## src/rtl/ipm_distributed_fifo_v1_3_if.sv

```systemverilog
// rtl/ipm_distributed_fifo_v1_3_if.sv - handshake bundle for the distributed FWFT FIFO
// Purpose: groups the write side, read side, flags and counts of the FIFO.
// Ports:   master modport drives wr_en/wr_data/rd_en and observes the rest;
//          slave modport is the FIFO side.
interface ipm_distributed_fifo_v1_3_if #(
  parameter int ADDR_WIDTH = 4,
  parameter int DATA_WIDTH = 8
);
  logic                  wr_en;
  logic [DATA_WIDTH-1:0] wr_data;
  logic                  full;
  logic                  almost_full;
  logic                  rd_en;
  logic [DATA_WIDTH-1:0] rd_data;
  logic                  empty;
  logic                  almost_empty;
  logic [ADDR_WIDTH:0]   data_count;
  logic                  overflow;
  logic                  underflow;

  modport master (
    output wr_en, wr_data, rd_en,
    input  full, almost_full, rd_data, empty, almost_empty, data_count, overflow, underflow
  );

  modport slave (
    input  wr_en, wr_data, rd_en,
    output full, almost_full, rd_data, empty, almost_empty, data_count, overflow, underflow
  );
endinterface

```

## src/rtl/ipm_distributed_fifo_v1_3.sv

```systemverilog
// rtl/ipm_distributed_fifo_v1_3.sv - single-clock first-word-fall-through FIFO on distributed RAM
// Purpose: shallow elastic buffer; RAM read is combinational, optional one-entry
//          registered prefetch stage (OUT_REG=1) adds one entry of capacity.
// Ports:   clk  - rising-edge clock
//          rst  - asynchronous active-high reset
//          fifo - slave modport: wr_en/wr_data/full/almost_full, rd_en/rd_data/
//                 empty/almost_empty, data_count, overflow/underflow pulses
// Option:  IPM_DFIFO_ERR_FLAG_EN enables registered overflow/underflow pulses;
//          otherwise both are tied low.
module ipm_distributed_fifo_v1_3 #(
  parameter int ADDR_WIDTH = 4,
  parameter int DATA_WIDTH = 8,
  parameter int OUT_REG    = 0,
  parameter int AF_LEVEL   = 2**ADDR_WIDTH-2,
  parameter int AE_LEVEL   = 2
) (
  input logic                      clk,
  input logic                      rst,
  ipm_distributed_fifo_v1_3_if.slave fifo
);
  localparam int DEPTH = 1 << ADDR_WIDTH;
  localparam logic [ADDR_WIDTH:0] DEPTH_C = (ADDR_WIDTH+1)'(DEPTH);
  localparam logic [ADDR_WIDTH:0] AF_C    = (ADDR_WIDTH+1)'(AF_LEVEL);
  localparam logic [ADDR_WIDTH:0] AE_C    = (ADDR_WIDTH+1)'(AE_LEVEL);

  logic [DATA_WIDTH-1:0] mem [DEPTH];

  logic [ADDR_WIDTH-1:0] wr_ptr_q, wr_ptr_d;
  logic [ADDR_WIDTH-1:0] rd_ptr_q, rd_ptr_d;
  logic [ADDR_WIDTH:0]   ram_count_q, ram_count_d;
  logic [ADDR_WIDTH:0]   data_count_q, data_count_d;
  logic                  full, empty, wr_acc, rd_acc, ram_pop;
  logic [DATA_WIDTH-1:0] ram_head;

  assign ram_head = mem[rd_ptr_q];

  always_comb begin
    full         = (ram_count_q == DEPTH_C);
    wr_acc       = fifo.wr_en & ~full;
    rd_acc       = fifo.rd_en & ~empty;
    wr_ptr_d     = wr_ptr_q + {{(ADDR_WIDTH-1){1'b0}}, wr_acc};
    rd_ptr_d     = rd_ptr_q + {{(ADDR_WIDTH-1){1'b0}}, ram_pop};
    ram_count_d  = ram_count_q + {{ADDR_WIDTH{1'b0}}, wr_acc} - {{ADDR_WIDTH{1'b0}}, ram_pop};
    // Total occupancy moves with the externally visible handshakes only.
    data_count_d = data_count_q + {{ADDR_WIDTH{1'b0}}, wr_acc} - {{ADDR_WIDTH{1'b0}}, rd_acc};
  end

  // Distributed RAM: no reset on the array so it maps onto select_ram.
  always_ff @(posedge clk) begin
    if (wr_acc) mem[wr_ptr_q] <= fifo.wr_data;
  end

  always_ff @(posedge clk or posedge rst) begin
    if (rst) begin
      wr_ptr_q     <= '0;
      rd_ptr_q     <= '0;
      ram_count_q  <= '0;
      data_count_q <= '0;
    end else begin
      wr_ptr_q     <= wr_ptr_d;
      rd_ptr_q     <= rd_ptr_d;
      ram_count_q  <= ram_count_d;
      data_count_q <= data_count_d;
    end
  end

  generate
    if (OUT_REG != 0) begin : g_prefetch
      logic [DATA_WIDTH-1:0] out_data_q, out_data_d;
      logic                  out_vld_q, out_vld_d;

      // Refill the stage whenever it is free or being drained this cycle.
      assign ram_pop = (ram_count_q != '0) & (~out_vld_q | rd_acc);
      assign empty   = ~out_vld_q;

      always_comb begin
        out_vld_d  = out_vld_q;
        out_data_d = out_data_q;
        if (ram_pop) begin
          out_vld_d  = 1'b1;
          out_data_d = ram_head;
        end else if (rd_acc) begin
          out_vld_d  = 1'b0;
        end
      end

      always_ff @(posedge clk or posedge rst) begin
        if (rst) begin
          out_data_q <= '0;
          out_vld_q  <= 1'b0;
        end else begin
          out_data_q <= out_data_d;
          out_vld_q  <= out_vld_d;
        end
      end

      assign fifo.rd_data = out_data_q;
    end else begin : g_comb_read
      assign ram_pop      = rd_acc;
      assign empty        = (ram_count_q == '0);
      assign fifo.rd_data = ram_head;
    end
  endgenerate

  assign fifo.full         = full;
  assign fifo.almost_full  = (ram_count_q >= AF_C);
  assign fifo.empty        = empty;
  assign fifo.almost_empty = (data_count_q <= AE_C);
  assign fifo.data_count   = data_count_q;

`ifdef IPM_DFIFO_ERR_FLAG_EN
  logic overflow_q, overflow_d, underflow_q, underflow_d;

  always_comb begin
    overflow_d  = fifo.wr_en & full;
    underflow_d = fifo.rd_en & empty;
  end

  always_ff @(posedge clk or posedge rst) begin
    if (rst) begin
      overflow_q  <= 1'b0;
      underflow_q <= 1'b0;
    end else begin
      overflow_q  <= overflow_d;
      underflow_q <= underflow_d;
    end
  end

  assign fifo.overflow  = overflow_q;
  assign fifo.underflow = underflow_q;
`else
  assign fifo.overflow  = 1'b0;
  assign fifo.underflow = 1'b0;
`endif
endmodule
```

## src/flat_wrapper.sv

```systemverilog
// flat-port wrapper written by rule: the top's interface ports become plain ports
module ipm_distributed_fifo_v1_3_flat 
#(
  parameter int ADDR_WIDTH = 4,
  parameter int DATA_WIDTH = 8,
  parameter int OUT_REG    = 0,
  parameter int AF_LEVEL   = 2**ADDR_WIDTH-2,
  parameter int AE_LEVEL   = 2
)
  (clk, rst, fifo_wr_en, fifo_wr_data, fifo_rd_en, fifo_full, fifo_almost_full, fifo_rd_data, fifo_empty, fifo_almost_empty, fifo_data_count, fifo_overflow, fifo_underflow);
  ipm_distributed_fifo_v1_3_if #(.ADDR_WIDTH(ADDR_WIDTH), .DATA_WIDTH(DATA_WIDTH)) fifo_i ();
  input logic clk;
  input logic rst;
  input wire logic [$bits(fifo_i.wr_en)-1:0] fifo_wr_en;
  input wire logic [$bits(fifo_i.wr_data)-1:0] fifo_wr_data;
  input wire logic [$bits(fifo_i.rd_en)-1:0] fifo_rd_en;
  output wire logic [$bits(fifo_i.full)-1:0] fifo_full;
  output wire logic [$bits(fifo_i.almost_full)-1:0] fifo_almost_full;
  output wire logic [$bits(fifo_i.rd_data)-1:0] fifo_rd_data;
  output wire logic [$bits(fifo_i.empty)-1:0] fifo_empty;
  output wire logic [$bits(fifo_i.almost_empty)-1:0] fifo_almost_empty;
  output wire logic [$bits(fifo_i.data_count)-1:0] fifo_data_count;
  output wire logic [$bits(fifo_i.overflow)-1:0] fifo_overflow;
  output wire logic [$bits(fifo_i.underflow)-1:0] fifo_underflow;
  assign fifo_i.wr_en = fifo_wr_en;
  assign fifo_i.wr_data = fifo_wr_data;
  assign fifo_i.rd_en = fifo_rd_en;
  assign fifo_full = fifo_i.full;
  assign fifo_almost_full = fifo_i.almost_full;
  assign fifo_rd_data = fifo_i.rd_data;
  assign fifo_empty = fifo_i.empty;
  assign fifo_almost_empty = fifo_i.almost_empty;
  assign fifo_data_count = fifo_i.data_count;
  assign fifo_overflow = fifo_i.overflow;
  assign fifo_underflow = fifo_i.underflow;
  ipm_distributed_fifo_v1_3 #(.ADDR_WIDTH(ADDR_WIDTH), .DATA_WIDTH(DATA_WIDTH), .OUT_REG(OUT_REG), .AF_LEVEL(AF_LEVEL), .AE_LEVEL(AE_LEVEL)) u_core (.clk(clk), .rst(rst), .fifo(fifo_i));
endmodule
```

## config.mk

```make
export PLATFORM = sky130hd
export DESIGN_NAME = ipm_distributed_fifo_v1_3_flat
export DESIGN_NICKNAME = d
export VERILOG_FILES = /design/src/rtl/ipm_distributed_fifo_v1_3_if.sv /design/src/rtl/ipm_distributed_fifo_v1_3.sv /design/src/flat_wrapper.sv
export SDC_FILE = /design/constraint.sdc
export NUM_CORES = 1
export LEC_CHECK = 0
export CAP_MARGIN = 20
export CORE_MARGIN = 2
export CORE_UTILIZATION = 55
export CTS_BUF_LIST = sky130_fd_sc_hd__clkbuf_16
export CTS_CLUSTER_SIZE = 20
export DETAILED_ROUTE_END_ITERATION = 7
export PLACE_DENSITY = 0.74
export SYNTH_ARGS = -nofsm -noshare
export SYNTH_HDL_FRONTEND = slang
export SYNTH_SLANG_ARGS = --single-unit
```

## constraint.sdc

```tcl
create_clock -name clk -period 2.9 [get_ports clk]
set_input_delay 0.725 -clock clk [delete_from_list [all_inputs] [get_ports clk]]
set_output_delay 0.725 -clock clk [all_outputs]
set_load 0.05 [all_outputs]
```

==> results.cfg, run 1 <==
[synthesis]
ys_warn_count = 0
synth_flop_cell = edfxtp_1
netlist_area_mm2 = 0.006160
async_flop_share_pct = 12.33
synth_area_leader_cell = edfxtp_1
synth_edf_count = 128
synth_top_area_share_pct = 62.40
synth_area_leaders = edfxtp_1, dfrtp_1, mux4_2, mux2i_1, ha_1
synth.avg_cell_area_um2 = 17.40
yosys.cell_types.count = 38
synth_commonest_cells = edfxtp_1, mux2i_1, inv_1
syn_inst = 354
yosysMostFrequentCell = edfxtp_1
ys_seq_area_share_pct = 69.71
ys_seq_elements = 146

[final_layout]
area_growth_pct = 20.15
finalNetCount = 444
final_util_pct = 67.97
final_cells = 561
drive_gt1_share_pct = 23.75
antenna_cells = 0

[setup_path]
crit_slowest_cell = dfrtp_1
reg2reg_depth = 13
path_cells = buf_4, and2_4, a221oi_1, a22oi_1, nand2_1, buf_4
arrival_ns = 2.18
path_class = reg -> out
cpPeakStageDelay_ns = 0.41
crit_fanout = 19
crit_required_ns = 2.17
crit_path_end_kind = output pin
reg2reg_to = u_core.ram_count_q[4]$_DFF_PP0_
reg2reg_from = u_core.ram_count_q[2]$_DFF_PP0_
start_kind = register
setup.reg_to_reg.worst_slack_ns = 0.37
cp_common_cell = buf_4

[power]
powerDensity_mw_per_mm2 = 1158
swShare_pct = 36.72
pwr-share-seq_pct = 33.1
combPwrFrac_pct = 40.3
p_leak_nw = 2.792
ir_worst_vdd_v = 0.0006215
power.internal_mw = 5.422
p_sw_mw = 3.145
clock_power_share_pct = 26.5

[place]
port_buffers = 28
place.gp.congestion = 0.8114
place_hpwl_um = 7413
place_ws_ns = 0.005192
dp_cells = 528

[hold_path]
hold_path.startpoint = u_core.rd_ptr_q[3]$_DFF_PP0_
hold_path_end = u_core.rd_ptr_q[3]$_DFF_PP0_
hold_path_depth = 1
hold_path.class = reg -> reg

[clock_tree]
cts.path.max_buffers = 2
clkTransAtPathRegs_ns = 0.06
cts_buffers = 17
worstSkewPairLatency_ns = 0.42
clockRootBuffer = clkbuf_16
cts_tree = built
postCtsSetupRepairBufs = 0
cts_sinks = 146
cts_max_level = 4

[floorplanning]
io_pins = 31
rows = 38
die_y_um = 109.8
die_x_um = 109.8
initial_utilization_pct = 56.57
core_area_mm2 = 0.01089
dieArea_mm2 = 0.01206

[global_route]
grt_util_met1_pct = 28.51
grt_first_pass_wirelength_um = 18170
busiest_layer = met2
antenna_found_initial = 0
grt_pass1_vias = 3238
grt_use_met2_pct = 34.62
gr-total-overflow = 0
track_usage_pct = 21.61
grtUsageMet3_pct = 6.876
grt_max_degree = 19

[timing]
rsz0062_at_grt = true
finalMaxSlewViolations = 0
finalCriticalPeriod_ns = 2.906
slew_headroom_pct = 54.07
fin_worst_skew_ns = 0.007183
fmax_ghz = 0.3442
hold_viol_final = 0
fin_ws_ns = -0.005649
finalCritPeriodShare_pct = 100.2
fin_setup_tns_ns = -0.005649
finalSetupViolCount = 1
worstMarginPinSlew_ns = 0.6882

[drt]
viasPerCell = 5.775
drt-total-wl_um = 12110
wl_per_cell_um = 21.59
ant_nets = 0
drc_errors = 0
via_count = 3240
drtIter0Drc = 254
dr.pass1.iters = 4

[status]
violations = setup timing
status = finished with violations

[flow_run]
drv_cap = 0
[worst max-delay path, delay by kind of cell, from the launching register on]
family          cells  cell delay, ns
simple gates        2            0.38
compound gates      2            0.52
buf+inv             2            0.44
flops               1            0.41
[layer usage]
layer,up-vias,share of wire (%)
met5,-,0
met4,0,1.2
met3,14,5.5
met2,106,50
met1,1646,43
li1,1474,-
[worst max path at each step]
stage          cells past startpoint                                   to                            start
3_5_place_dp                      11      u_core.ram_count_q[4]$_DFF_PP0_                       fifo_rd_en
2_1_floorplan                     13  u_core.fifo.data_count[4]$_DFF_PP0_  u_core.ram_count_q[2]$_DFF_PP0_
3_3_place_gp                      11  u_core.fifo.data_count[4]$_DFF_PP0_                       fifo_rd_en
5_1_grt                            6                      fifo_rd_data[7]     u_core.rd_ptr_q[1]$_DFF_PP0_
6_report                           6                      fifo_rd_data[2]     u_core.rd_ptr_q[1]$_DFF_PP0_
4_1_cts                            6                      fifo_rd_data[2]     u_core.rd_ptr_q[0]$_DFF_PP0_
[state kept, by name, summed over array words and instances (netlist names)]
name and cells:
u_core.rd_ptr_q 4, u_core.ram_count_q 5, u_core.mem 128, u_core.wr_ptr_q 4, u_core.fifo.data_count 5
[power by group through the flow]
stage | logic (mW) | clock network (mW) | registers [mW]
detailed placement | 3.21 | 0 | 2.87
global route | 3.71 | 2.39 | 2.87
floorplan | 2.37 | 0 | 2.91
CTS | 3.32 | 2.29 | 2.84
global placement | 3.16 | 0 | 2.85
finish | 3.46 | 2.27 | 2.84
[cell type report]
| cell class | instances | area [um^2] |
|---|---|---|
| clock buffers | 17 | 425.4 |
| fillers | 727 | 3487 |
| repair buffers | 52 | 484.2 |
| flip-flops and latches | 146 | 4295 |
| clock inverters | 14 | 191.4 |
| inverters | 22 | 82.58 |
| well taps | 140 | 175.2 |
| multi-input cells | 170 | 1747 |
[cells by family after synthesis]
kind of cell	count (synthesis)	share of synthesized area (%)
mux	48	11.05
fa+ha+maj	23	4.916
xor+xnor	10	1.422
other cells	1	0.06088
flops	146	69.71
compound gates	41	5.017
simple gates	45	3.839
buf+inv	40	3.981
[through the flow]
step           power, mW  instance area, um^2  hold WS [ns]
4_1_cts            8.451                 7316        0.5271
3_5_place_dp       6.084                 6645        0.5132
3_3_place_gp       6.007                 6645        0.5049
5_1_grt            8.972                 7401        0.5422
2_1_floorplan      5.283                 6186        0.4796
6_report           8.567                 7401        0.5350
[repair_timing]
action,CTS,global route
hold buffers,0,0
gates cloned,1,1
gates resized for setup,8,14
endpoints found under the setup margin,10,9
pin swaps,0,1
[placed cells by master (no fill, tap or decap), types with 2 or more instances in the layout]
cell             count
a21oi_1              4
a221oi_1             4
a221oi_2            11
a22oi_1              6
a22oi_2              2
and2_4               2
buf_4               28
buf_6                2
bufinv_16            4
clkbuf_16           17
clkdlybuf4s50_1     16
clkinv_4             4
clkinvlp_4           2
conb_1               2
dfrtp_1             17
dlygate4sd2_1        3
edfxtp_1           128
fa_1                 2
ha_1                21
inv_1               24
mux2i_1             32
mux4_2              16
nand2_1             12
nand2b_1             2
nand3_1              2
nand3b_1             2
nor2_1              16
nor2b_4              2
nor3_1               3
o21ai_0              5
o21ai_1              4
o21bai_1             2
xnor2_1              4
xor2_1               6
No activity file was read; power rests on OpenSTA's default activity.
==> inputs of run 2 (changes only) <==
CORE_UTILIZATION = 60   (was 55)
PLACE_DENSITY = 0.8   (was 0.74)
RECOVER_POWER = 100   (was default)
==> run 2 against run 1 <==
Against the previous run:
- the flow now finishes without violations
- total power is 2.1% lower
- sequential share of layout area is 0.88 points higher
- global-route usage increased by 1.1 points
- maximum frequency up 0.43%
- non-clock buffer count decreased by 1
- first-iteration DRC count is 31% lower
- routed wire length shrank 0.84%
- critical path depth unchanged
- cell count down 1.2%
- clock power is 6% lower
- clock-buffer cell count unchanged
- register-to-register slack lost 0.20 ns
- critical endpoint is now fifo_rd_data[4]
==> results.cfg, run 2 (synthesized netlist as in run 1, its figures left out) <==
[final_layout]
antenna_cells = 0
largest_register_ffs = 128
drive_gt1_share_pct = 20.43
final_cells = 554
finalNetCount = 443
layout_common_cells = edfxtp_1, mux2i_1, inv_1
final_common_cell = edfxtp_1
area_growth_pct = 18.36
final_util_pct = 73.91
regMostFlops = u_core.mem
finish.instance_area_mm2 = 0.007291

[place]
placed_cell_area_mm2 = 0.006636
dp_cells = 521
place.gp.congestion = 0.7715
port_buffers = 28
place_ws_ns = 0.01805
place_hpwl_um = 7114

[drt]
dr.pass1.iters = 4
drc_errors = 0
wl_per_cell_um = 21.68
viasPerCell = 5.944
drt-total-wl_um = 12010
met3_length_um = 684
wl_met2_um = 6195
routed.top_layer = met4
via_count = 3293
wl_met1_um = 4917
ant_nets = 0
drtIter0Drc = 174

[setup_path]
crit_path_end_kind = output pin
cpPeakStageDelay_ns = 0.42
start_kind = register
cp_common_cell = buf_4
crit_slowest_cell = dfrtp_1
arrival_ns = 2.17
crit_fanout = 19
crit_buf_inv = 2
crit_required_ns = 2.17
path_cells = buf_4, and2_4, a221oi_2, a22oi_1, nand2_1, buf_4
path_class = reg -> out
crit_family = compound AO/OA/AOI/OAI gates

[floorplanning]
io_pins = 31
core_area_mm2 = 0.009864
die_y_um = 105.3
die_x_um = 105.3
rows = 36
initial_utilization_pct = 62.44
dieArea_mm2 = 0.01109

[clock_tree]
clockRootBuffer = clkbuf_16
cts_hold_buffers = 0
cts_tree = built
cts.path.max_buffers = 2
cts_max_level = 4
cts_sinks = 146
clkTransAtPathRegs_ns = 0.06
worstSkewPairLatency_ns = 0.42
cts_buffers = 17

[global_route]
gr-total-overflow = 0
grt_first_pass_wirelength_um = 18400
grt_pass1_vias = 3357
track_usage_pct = 22.73
antenna_found_initial = 0
grt_max_degree = 33

[timing]
fmax_ghz = 0.3456
fin_worst_skew_ns = 0.005661
worstMarginPinSlew_ns = 0.6770
finalSetupViolCount = 0
slew_headroom_pct = 54.82
finalMaxSlewViolations = 0
hold_viol_final = 0
rsz0062_at_grt = true
finalCritPeriodShare_pct = 99.76
finalCriticalPeriod_ns = 2.893
fin_ws_ns = 0.006837

[hold_path]
hold_path.class = reg -> reg

[status]
status = finished clean

[power]
p_leak_nw = 2.676
powerDensity_mw_per_mm2 = 1150
ir_worst_vdd_v = 0.0008977

[flow_run]
drv_cap = 0
-- run 2: path summary, 6_finish.rpt --
path | to | from | slack (ns) | cells past startpoint
worst min-delay path | u_core.wr_ptr_q[0]$_DFF_PP0_ | u_core.wr_ptr_q[0]$_DFF_PP0_ | 0.58 | 1
worst min register to register | u_core.wr_ptr_q[0]$_DFF_PP0_ | u_core.wr_ptr_q[0]$_DFF_PP0_ | 0.58 | 1
min in group asynchronous | u_core.fifo.data_count[3]$_DFF_PP0_ | rst | 0.85 | 2
worst max register to register | u_core.mem[0][3]$_DFFE_PP_ | u_core.ram_count_q[2]$_DFF_PP0_ | 0.17 | 7
worst max-delay path | fifo_rd_data[4] | u_core.rd_ptr_q[1]$_DFF_PP0_ | 0.007 | 6
max in group asynchronous | u_core.rd_ptr_q[0]$_DFF_PP0_ | rst | 1.58 | 2
-- run 2: worst reg2reg max path, cell delays in order, from the launching register on --
cell	delay [ns]
dfrtp_1	0.42
inv_1	0.08
ha_1	0.22
and4bb_4	0.20
nor2b_1	0.39
or3b_1	0.48
nor3_1	0.17
clkbuf_1	0.41
-- run 2: per-layer routing --
| layer | vias up | global-route usage [%] |
|---|---|---|
| li1 | 1473 | - |
| met4 | 0 | 9.905 |
| met2 | 127 | 35.48 |
| met5 | - | 0 |
| met1 | 1669 | 31.14 |
| met3 | 24 | 5.009 |
-- run 2: power by group --
part	switching, mW	leakage (nW)	internal, mW
clock	0.865	0.272	1.27
sequential	0.212	1.37	2.63
combinational	2.12	1.04	1.28
total	3.20	2.68	5.18
-- run 2: stage by stage --
step	power, mW	hold WS (ns)	TNS [ns]
6_report	8.384	0.5777	0
5_1_grt	8.779	0.6144	-0.1205
4_1_cts	8.258	0.5816	-0.009307
3_5_place_dp	6.063	0.5707	0
3_3_place_gp	5.971	0.5414	0
2_1_floorplan	5.283	0.4796	0
-- run 2: timing repair --
item                                   4_1_cts  5_1_grt
pin swaps                                    0        1
resized for setup                           10       18
gates cloned                                 0        1
setup buffers                                0        0
endpoints found under the hold margin        0        0
setup endpoints to repair                   11        9
-- run 2: final cells by class --
class                   count  area (um^2)
repair buffers             51        391.6
flip-flops and latches    146         4295
clock buffers              17        425.4
multi-input cells         170         1769
clock inverters            15        160.2
inverters                  22        82.58
well taps                 133        166.4
fillers                   557         2574
